### src/rtl/mul_uart_seq_if.sv
// Bus bundle for mul_uart_seq: RX bytes, multiplier operands/product,
// TX valid/ready handshake and status pulses.
interface mul_uart_seq_if;
  logic [7:0]  rx_data;
  logic        rx_valid;
  logic [7:0]  mul_a;
  logic [7:0]  mul_b;
  logic [15:0] mul_p;
  logic [7:0]  tx_data;
  logic        tx_valid;
  logic        tx_ready;
  logic        busy;
  logic        rx_overrun;
  logic        timeout;

  modport master (
    input  rx_data, rx_valid, mul_p, tx_ready,
    output mul_a, mul_b, tx_data, tx_valid,
    output busy, rx_overrun, timeout
  );

  modport slave (
    output rx_data, rx_valid, mul_p, tx_ready,
    input  mul_a, mul_b, tx_data, tx_valid,
    input  busy, rx_overrun, timeout
  );
endinterface

### src/rtl/mul_uart_seq.sv
// UART <-> 8x8 multiplier sequencer: A, B in; product hi, lo out.
// Optional checksum byte after lo when MUL_SEQ_CKSUM_EN is defined.
module mul_uart_seq #(
  parameter int MUL_LAT     = 0,
  parameter int TIMEOUT_CYC = 65535
) (
  input logic           clk,
  input logic           rst,
  mul_uart_seq_if.master bus
);

  localparam logic [15:0] LAT_C = 16'(MUL_LAT);
  localparam logic [15:0] TO_C  = 16'(TIMEOUT_CYC);

  typedef enum logic [2:0] {
    S_IDLE,
    S_WAIT_B,
    S_MUL,
    S_SEND_HI,
`ifdef MUL_SEQ_CKSUM_EN
    S_SEND_LO,
    S_SEND_CK
`else
    S_SEND_LO
`endif
  } state_t;

  state_t      state_q, state_d;
  logic [15:0] cnt_q, cnt_d;
  logic [7:0]  a_q, a_d;
  logic [7:0]  b_q, b_d;
  logic [15:0] prod_q, prod_d;
  logic [7:0]  txd_q, txd_d;
  logic        txv_q, txv_d;
  logic        ovr_q, ovr_d;
  logic        to_q, to_d;
  logic        xfer;

  assign xfer = txv_q & bus.tx_ready;

`ifdef MUL_SEQ_CKSUM_EN
  logic [7:0] cks;
  assign cks = a_q ^ b_q ^ prod_q[15:8] ^ prod_q[7:0];
`endif

  // Next-state and datapath updates for the transaction sequence
  always_comb begin
    state_d = state_q;
    cnt_d   = cnt_q;
    a_d     = a_q;
    b_d     = b_q;
    prod_d  = prod_q;
    txd_d   = txd_q;
    txv_d   = txv_q;
    ovr_d   = 1'b0;
    to_d    = 1'b0;
    unique case (state_q)
      S_IDLE: begin
        if (bus.rx_valid) begin
          a_d     = bus.rx_data;
          cnt_d   = '0;
          state_d = S_WAIT_B;
        end
      end
      S_WAIT_B: begin
        if (bus.rx_valid) begin
          b_d     = bus.rx_data;
          cnt_d   = '0;
          state_d = S_MUL;
        end else if (TIMEOUT_CYC != 0 &&
                     cnt_q == TO_C - 16'd1) begin
          to_d    = 1'b1;
          cnt_d   = '0;
          state_d = S_IDLE;
        end else begin
          cnt_d = cnt_q + 16'd1;
        end
      end
      S_MUL: begin
        ovr_d = bus.rx_valid;
        if (cnt_q == LAT_C) begin
          prod_d  = bus.mul_p;
          txd_d   = bus.mul_p[15:8];
          txv_d   = 1'b1;
          state_d = S_SEND_HI;
        end else begin
          cnt_d = cnt_q + 16'd1;
        end
      end
      S_SEND_HI: begin
        ovr_d = bus.rx_valid;
        if (xfer) begin
          txd_d   = prod_q[7:0];
          state_d = S_SEND_LO;
        end
      end
      S_SEND_LO: begin
        ovr_d = bus.rx_valid;
        if (xfer) begin
`ifdef MUL_SEQ_CKSUM_EN
          txd_d   = cks;
          state_d = S_SEND_CK;
`else
          txv_d   = 1'b0;
          state_d = S_IDLE;
`endif
        end
      end
`ifdef MUL_SEQ_CKSUM_EN
      S_SEND_CK: begin
        ovr_d = bus.rx_valid;
        if (xfer) begin
          txv_d   = 1'b0;
          state_d = S_IDLE;
        end
      end
`endif
      default: state_d = S_IDLE;
    endcase
  end

  // State and output registers, cleared asynchronously
  always_ff @(posedge clk or posedge rst) begin
    if (rst) begin
      state_q <= S_IDLE;
      cnt_q   <= '0;
      a_q     <= '0;
      b_q     <= '0;
      prod_q  <= '0;
      txd_q   <= '0;
      txv_q   <= 1'b0;
      ovr_q   <= 1'b0;
      to_q    <= 1'b0;
    end else begin
      state_q <= state_d;
      cnt_q   <= cnt_d;
      a_q     <= a_d;
      b_q     <= b_d;
      prod_q  <= prod_d;
      txd_q   <= txd_d;
      txv_q   <= txv_d;
      ovr_q   <= ovr_d;
      to_q    <= to_d;
    end
  end

  assign bus.mul_a      = a_q;
  assign bus.mul_b      = b_q;
  assign bus.tx_data    = txd_q;
  assign bus.tx_valid   = txv_q;
  assign bus.busy       = (state_q != S_IDLE);
  assign bus.rx_overrun = ovr_q;
  assign bus.timeout    = to_q;

endmodule
### src/flat_wrapper.sv
// flat-port wrapper written by rule: the top's interface ports become plain ports
module mul_uart_seq_flat 
#(
  parameter int MUL_LAT     = 0,
  parameter int TIMEOUT_CYC = 65535
)
  (clk, rst, bus_rx_data, bus_rx_valid, bus_mul_p, bus_tx_ready, bus_mul_a, bus_mul_b, bus_tx_data, bus_tx_valid, bus_busy, bus_rx_overrun, bus_timeout);
  mul_uart_seq_if bus_i ();
  input logic clk;
  input logic rst;
  input wire logic [$bits(bus_i.rx_data)-1:0] bus_rx_data;
  input wire logic [$bits(bus_i.rx_valid)-1:0] bus_rx_valid;
  input wire logic [$bits(bus_i.mul_p)-1:0] bus_mul_p;
  input wire logic [$bits(bus_i.tx_ready)-1:0] bus_tx_ready;
  output wire logic [$bits(bus_i.mul_a)-1:0] bus_mul_a;
  output wire logic [$bits(bus_i.mul_b)-1:0] bus_mul_b;
  output wire logic [$bits(bus_i.tx_data)-1:0] bus_tx_data;
  output wire logic [$bits(bus_i.tx_valid)-1:0] bus_tx_valid;
  output wire logic [$bits(bus_i.busy)-1:0] bus_busy;
  output wire logic [$bits(bus_i.rx_overrun)-1:0] bus_rx_overrun;
  output wire logic [$bits(bus_i.timeout)-1:0] bus_timeout;
  assign bus_i.rx_data = bus_rx_data;
  assign bus_i.rx_valid = bus_rx_valid;
  assign bus_i.mul_p = bus_mul_p;
  assign bus_i.tx_ready = bus_tx_ready;
  assign bus_mul_a = bus_i.mul_a;
  assign bus_mul_b = bus_i.mul_b;
  assign bus_tx_data = bus_i.tx_data;
  assign bus_tx_valid = bus_i.tx_valid;
  assign bus_busy = bus_i.busy;
  assign bus_rx_overrun = bus_i.rx_overrun;
  assign bus_timeout = bus_i.timeout;
  mul_uart_seq #(.MUL_LAT(MUL_LAT), .TIMEOUT_CYC(TIMEOUT_CYC)) u_core (.clk(clk), .rst(rst), .bus(bus_i));
endmodule
### config.mk
export PLATFORM = sky130hd
export DESIGN_NAME = mul_uart_seq_flat
export DESIGN_NICKNAME = d
export VERILOG_FILES = /design/src/rtl/mul_uart_seq_if.sv /design/src/rtl/mul_uart_seq.sv /design/src/flat_wrapper.sv
export SDC_FILE = /design/constraint.sdc
export NUM_CORES = 1
export LEC_CHECK = 0
export ABC_AREA = 1
export ABC_CLOCK_PERIOD_IN_PS = 1800
export BUFFER_PORTS_ARGS = -buffer_cell sky130_fd_sc_hd__buf_2
export CORE_ASPECT_RATIO = 1.1
export CORE_MARGIN = 1
export CORE_UTILIZATION = 45
export DETAILED_ROUTE_END_ITERATION = 6
export HOLD_SLACK_MARGIN = 0.1
export PLACE_DENSITY = 0.69
export SLEW_MARGIN = 20
export SYNTH_ARGS = -nofsm -noshare
export SYNTH_HDL_FRONTEND = slang
export SYNTH_SLANG_ARGS = --single-unit
### constraint.sdc
create_clock -name clk -period 1.8 [get_ports clk]
set_clock_uncertainty 0.05 [all_clocks]
set_input_delay 0 -clock clk [delete_from_list [all_inputs] [get_ports clk]]
set_output_delay 0 -clock clk [all_outputs]
set_load 0.01 [all_outputs]
==> flow_summary.toml, run 1 <==
[status]
status = "finished clean"

[cts]
tritoncts = "yes"
clockBufferDepth = 2
root_buffer = "clkbuf_8"
h-tree-depth = 2
cts.clk_slew.worst_paths_ps = 100
postCtsSetupBuffers = 0
insertion_delay_ps = 310
cts.sinks = 54
numCtsBuffers = 5

[logic_synthesis]
yosysTopAreaCell = "dfrtp_1"
synth-xor-area-share_pct = 1.75
async_flop_share_pct = 100
synth-edff-count = 0
synth-simple-area-share_pct = 32.3
muxShareOfSynthArea_pct = 2.67
synth_cell_types = 29
syn_area_per_cell_um2 = 7.68
synth_compound_area_share_pct = 8.17
synthAdderAreaFrac_pct = 1.25
ys.flop_type = "dfrtp_1"
synth_top_family_by_area = "simple AND/OR/NAND/NOR gates"
synth_area_um2 = 3000
seq_area_frac_synth_pct = 45.0
ys_ff_latch = 54
yosys.area.top_type_share_pct = 45.0
synthCells = 391
synthTopCellsByArea = "dfrtp_1 (45%), nand2_1 (16%), inv_1 (6.0%)"
synth_fp_nets = 422
yosysWarningCount = 0

[setup_path]
cp.required_ps = 1950
crit_chain = "inv_1 > ha_1 > nand2_1 > nor2_2 > nand2_1 > nand2_2 > nand3_4 > nand2_1 > o21ai_2"
slowest_stage = "dfrtp_1"
reg2reg_from = "u_core.cnt_q[1]"
critPathMaxStageDelay_ps = 450
timing.rr.end = "u_core.bus.tx_data[7]"
crit_fanout = 8
start_kind = "flip-flop"
rr_worst_depth = 9
critPathTopFamily = "simple AND/OR/NAND/NOR gates"
arrival_ps = 1790
cp-end-kind = "flip-flop"
path_class = "reg -> reg"
r2r_setup_slack_ps = 160
crit_buf_inv = 1
cpMostUsedCell = "nand2_1"

[global_route]
overflow = 0
grt_use_total_pct = 22.2
antenna_found_initial = 0
grt_pass1_vias = 2718
grt_pass1_wl_um = 12100
grt_max_degree = 30

[placement]
place_congestion = 0.879
port_buffers = 55
hpwl_um = 4840
dp.cells = 526

[timing]
finalSetupViolCount = 0
tns_ps = 0
worst_pin_slew_ps = 568
slew_headroom_pct = 62.1
final_max_slew_viol_count = 0
fin_crit_sh_pct = 91.3
rsz0062_at_grt = "no"
period_minus_slack_ps = 1640
fmax_ghz = 0.608
finalHoldViolCount = 0

[route]
route.met3.wl_um = 320
m1WireLength_um = 3130
first_pass_iters = 5
drtIter0Drc = 107
route.vias.total = 2773
wl_per_cell_um = 12.6
topRoutingLayerUsed = "met4"
drc = 0
via_per_inst = 4.93
wl_met2_um = 3510
finalWirelength_um = 7070
ant_nets = 0

[min_path]
hold_class = "in -> async"

[final_layout]
nets = 512
drive_gt1_share_pct = 20.3
area_growth_pct = 26.4
stdcell_count = 562
n_antenna_cell = 0

[power_and_ir_drop]
ir_drop_mv = 0.785
p_total_w = 0.00506
leakage_nw = 2.12
p_per_area_nw_per_um2 = 1330

[floorplan]
die-area_um2 = 7000
die_y_um = 87.7
core_um2 = 6310
rows = 30
pin_count = 56
die_x_um = 79.9
start_util_pct = 47.6

[flow_run]
max_cap_viol_count = 0
==> per-layer routing <==
layer	track usage, %	up-vias
met2	39.5	73
met5	0	-
li1	-	1412
met4	7.31	0
met3	4.38	10
met1	26.9	1278
==> stage by stage <==
step | setup slack (ps) | utilization, % | area, µm² | hold slack [ps]
floorplan | 269 | - | 3000 | 76.9
global placement | 205 | 53.6 | 3380 | 36.3
detailed placement | 104 | 53.6 | 3380 | 44.4
CTS | 87.6 | 59.7 | 3760 | 245
global route | 8.07 | 60.2 | 3790 | 290
finish | 157 | 60.2 | 3790 | 251
==> report_power, final <==
| group | switching (W) | total, W | internal [W] |
|---|---|---|---|
| combinational | 0.00144 | 0.00232 | 0.000880 |
| sequential | 0.000295 | 0.00193 | 0.00164 |
| clock | 0.000394 | 0.000810 | 0.000415 |
==> synthesized netlist by cell type, types with 3 or more instances <==
master    instances
a21oi_1           4
nand3_1          30
o21ai_2           3
inv_2             5
ha_1              3
nor2_2            4
buf_6             3
nand2_1         126
buf_2             3
dfrtp_1          54
inv_1            48
nor2_1           36
nand4_1           7
o21ai_0          10
nand2_4           5
mux2i_1           8
nand3b_1          4
o21ai_1          22
xor2_1            4
==> worst max path at each step <==
stage                     from                    end  slack (ps)  depth (start not counted)
2_1_floorplan  u_core.cnt_q[0]  u_core.bus.tx_data[0]         270                         10
3_3_place_gp   u_core.cnt_q[0]  u_core.bus.tx_data[0]         200                          9
3_5_place_dp   u_core.cnt_q[0]  u_core.bus.tx_data[0]         100                          9
4_1_cts        u_core.cnt_q[0]  u_core.bus.tx_data[7]          90                          9
5_1_grt        u_core.cnt_q[1]  u_core.bus.tx_data[0]           8                          9
6_report       u_core.cnt_q[1]  u_core.bus.tx_data[7]         160                          9
==> layout by cell type (no fill, tap or decap) <==
master         count
dlygate4sd3_1     27
inv_1             46
inv_2              7
nand3b_1           4
mux2i_1            8
clkinvlp_4         1
nor2_2             4
buf_4              7
clkbuf_8           5
clkbuf_1           1
bufinv_16          1
nor2_1            35
nand2_2            1
nor3_4             1
dfrtp_1           54
a21oi_1            3
ha_1               3
xor2_1             4
o21bai_1           2
o21ai_2            3
nand3_4            2
nand2_4            5
nand2_1          125
a21oi_2            1
buf_2             55
nor2_4             2
buf_12             1
o21ai_1           22
a22oi_1            1
xnor2_1            2
nand4_1            7
o21ai_0           10
nand3_1           30
nand3_2            1
o21ai_4            1
==> worst register-to-register path: cells and delay by family, from the launching register on <==
family / cells / cell delay (ps)
compound gates: 1 / 50
buf+inv: 1 / 90
flops: 1 / 450
simple gates: 6 / 740
fa+ha+maj: 1 / 170
==> repair_timing <==
item / 4_1_cts / 5_1_grt
endpoints found under the setup margin: 0 / 16
endpoints found under the hold margin: 63 / 0
resized for setup: 0 / 6
hold buffers: 27 / 0
==> kinds of logic after synthesis <==
logic type | count (synthesis)
mux | 8
simple gates | 216
compound gates | 43
fa+ha+maj | 3
flops | 54
xor+xnor | 6
buf+inv | 61
==> registers in the layout, indices dropped and copies added (netlist names) <==
register,cells
u_core.bus.tx_data,8
u_core.bus.timeout,1
u_core.state_q,3
u_core.cnt_q,16
u_core.bus.rx_overrun,1
u_core.bus.mul_a,8
u_core.bus.mul_b,8
u_core.prod_q,8
u_core.bus.tx_valid,1
==> area by class of cell <==
type	count	area, µm²
repair buffers	90	618
clock buffers	6	72.6
fillers	570	2510
clock inverters	2	37.5
multi-input cells	277	1420
flip-flops and latches	54	1350
well taps	80	100
inverters	53	199
No activity file was read; power rests on OpenSTA's default activity.
==> inputs of run 2 (changes only) <==
--- a/config.mk
+++ b/config.mk
@@ -14,6 +14,7 @@
 export DETAILED_ROUTE_END_ITERATION = 6
 export HOLD_SLACK_MARGIN = 0.1
 export PLACE_DENSITY = 0.69
+export SETUP_SLACK_MARGIN = 0.4
 export SLEW_MARGIN = 20
 export SYNTH_ARGS = -nofsm -noshare
 export SYNTH_HDL_FRONTEND = slang
==> flow_summary.toml, run 2 (synthesis results as in run 1) <==
[cts]
root_buffer = "clkbuf_8"
cts.clk_slew.worst_paths_ps = 100
tritoncts = "yes"
insertion_delay_ps = 300
clockBufferDepth = 2
h-tree-depth = 2
numCtsBuffers = 5
cts.sinks = 54

[floorplan]
die-area_um2 = 7000
pin_count = 56
core_um2 = 6310
die_y_um = 87.7
start_util_pct = 47.6
die_x_um = 79.9
rows = 30

[route]
ant_nets = 0
drc = 0
route.vias.total = 2896
via_per_inst = 4.99
wl_per_cell_um = 13.7
drtIter0Drc = 180
first_pass_iters = 4
finalWirelength_um = 7930

[timing]
rsz0062_at_grt = "yes"
fin_crit_sh_pct = 87.8
worst_pin_slew_ps = 556
finalSetupViolCount = 0
slew_headroom_pct = 62.9
tns_ps = 0
fmax_ghz = 0.633
final_max_slew_viol_count = 0
period_minus_slack_ps = 1580
finalHoldViolCount = 0

[power_and_ir_drop]
p_per_area_nw_per_um2 = 1390
ir_drop_mv = 0.832
p_total_w = 0.00578
leakage_nw = 2.24

[setup_path]
cp-startpoint = "u_core.cnt_q[1]"
path_class = "reg -> reg"
cp.required_ps = 1990
start_kind = "flip-flop"
crit_fanout = 9
cp-end-kind = "flip-flop"
arrival_ps = 1770
reg2reg_from = "u_core.cnt_q[1]"

[global_route]
overflow = 0
grt_pass1_vias = 2983
grt_max_degree = 31
antenna_found_initial = 0
grt_pass1_wl_um = 13400
grt_use_total_pct = 24.6

[min_path]
hold_class = "in -> async"

[placement]
port_buffers = 55
place_congestion = 0.907
hpwl_um = 5010

[final_layout]
regMostFlops = "u_core.cnt_q"
drive_gt1_share_pct = 33.4
nets = 530
multi_input_area_um2 = 1610
mostFrequentLayoutCells = "nand2_1 (108), buf_2 (56), inv_1 (44), dfrtp_1 (44), nand3_1 (28)"
final_common_cell = "nand2_1"
fill_cells = 533
area_growth_pct = 38.9
largest_reg_flops = 16
seqCellArea_um2 = 1360
n_antenna_cell = 0

[flow_run]
max_cap_viol_count = 0

[status]
status = "finished clean"
run 2: worst max-delay path: stages, from the launching register on:
cell     delay, ps
dfrtp_2        460
buf_4          160
ha_4           150
inv_2           60
nor2_4          40
nand2_2         80
nor2_4          50
o21ai_4        260
nand3_1        130
nand2_1         80
run 2: repair_timing:
action                                  in CTS  in global routing
hold endpoints to repair                    58                  0
endpoints found under the setup margin      36                 54
resized for setup                           34                 38
hold buffers                                27                  0
cloned                                       2                  2
pin swaps                                   12                 11
setup buffers                               12                  3
run 2: final cells by class:
class | instances | area share (%)
repair buffers | 107 | 18.6
inverters | 53 | 4.95
well taps | 80 | 2.40
flip-flops and latches | 54 | 32.7
multi-input cells | 278 | 38.7
clock inverters | 3 | 1.05
clock buffers | 5 | 1.65
run 2: metal layers:
metal	routed length (µm)	vias up	part of all wire, %	GRT usage, %
met5	0	-	0	0
met4	300	0	3.8	11.7
met3	340	28	4.3	4.27
met2	3960	73	50	42.7
met1	3330	1344	42	29.6
li1	-	1451	-	-
run 2: worst paths after layout:
| kind | slack (ps) | end | depth (start not counted) |
|---|---|---|---|
| max in group asynchronous | 890 | u_core.cnt_q[1] | 4 |
| min reg2reg | 430 | u_core.bus.mul_b[1] | 2 |
| max | 220 | u_core.cnt_q[0] | 9 |
| min | 250 | u_core.bus.tx_data[2] | 3 |
| min in group clk | 430 | u_core.bus.mul_b[1] | 2 |
| max reg2reg | 220 | u_core.cnt_q[0] | 9 |
run 2: power breakdown:
group | internal (W) | switching (W) | total, W
clock network | 0.000418 | 0.000420 | 0.000838
registers | 0.00164 | 0.000312 | 0.00195
logic | 0.00127 | 0.00171 | 0.00299
total | 0.00333 | 0.00244 | 0.00578
run 2: metrics by stage:
| step | std cells | area, µm² | hold slack [ps] | utilization [%] | setup WS [ps] |
|---|---|---|---|---|---|
| 3_3_place_gp | 526 | 3410 | 32.8 | 54.1 | 196 |
| 2_1_floorplan | 391 | 3040 | 76.9 | - | 347 |
| 3_5_place_dp | 526 | 3410 | 35.3 | 54.1 | 162 |
| 5_1_grt | 580 | 4170 | 314 | 66.1 | 134 |
| 4_1_cts | 575 | 4010 | 244 | 63.6 | 255 |
| 6_report | 580 | 4170 | 252 | 66.1 | 220 |
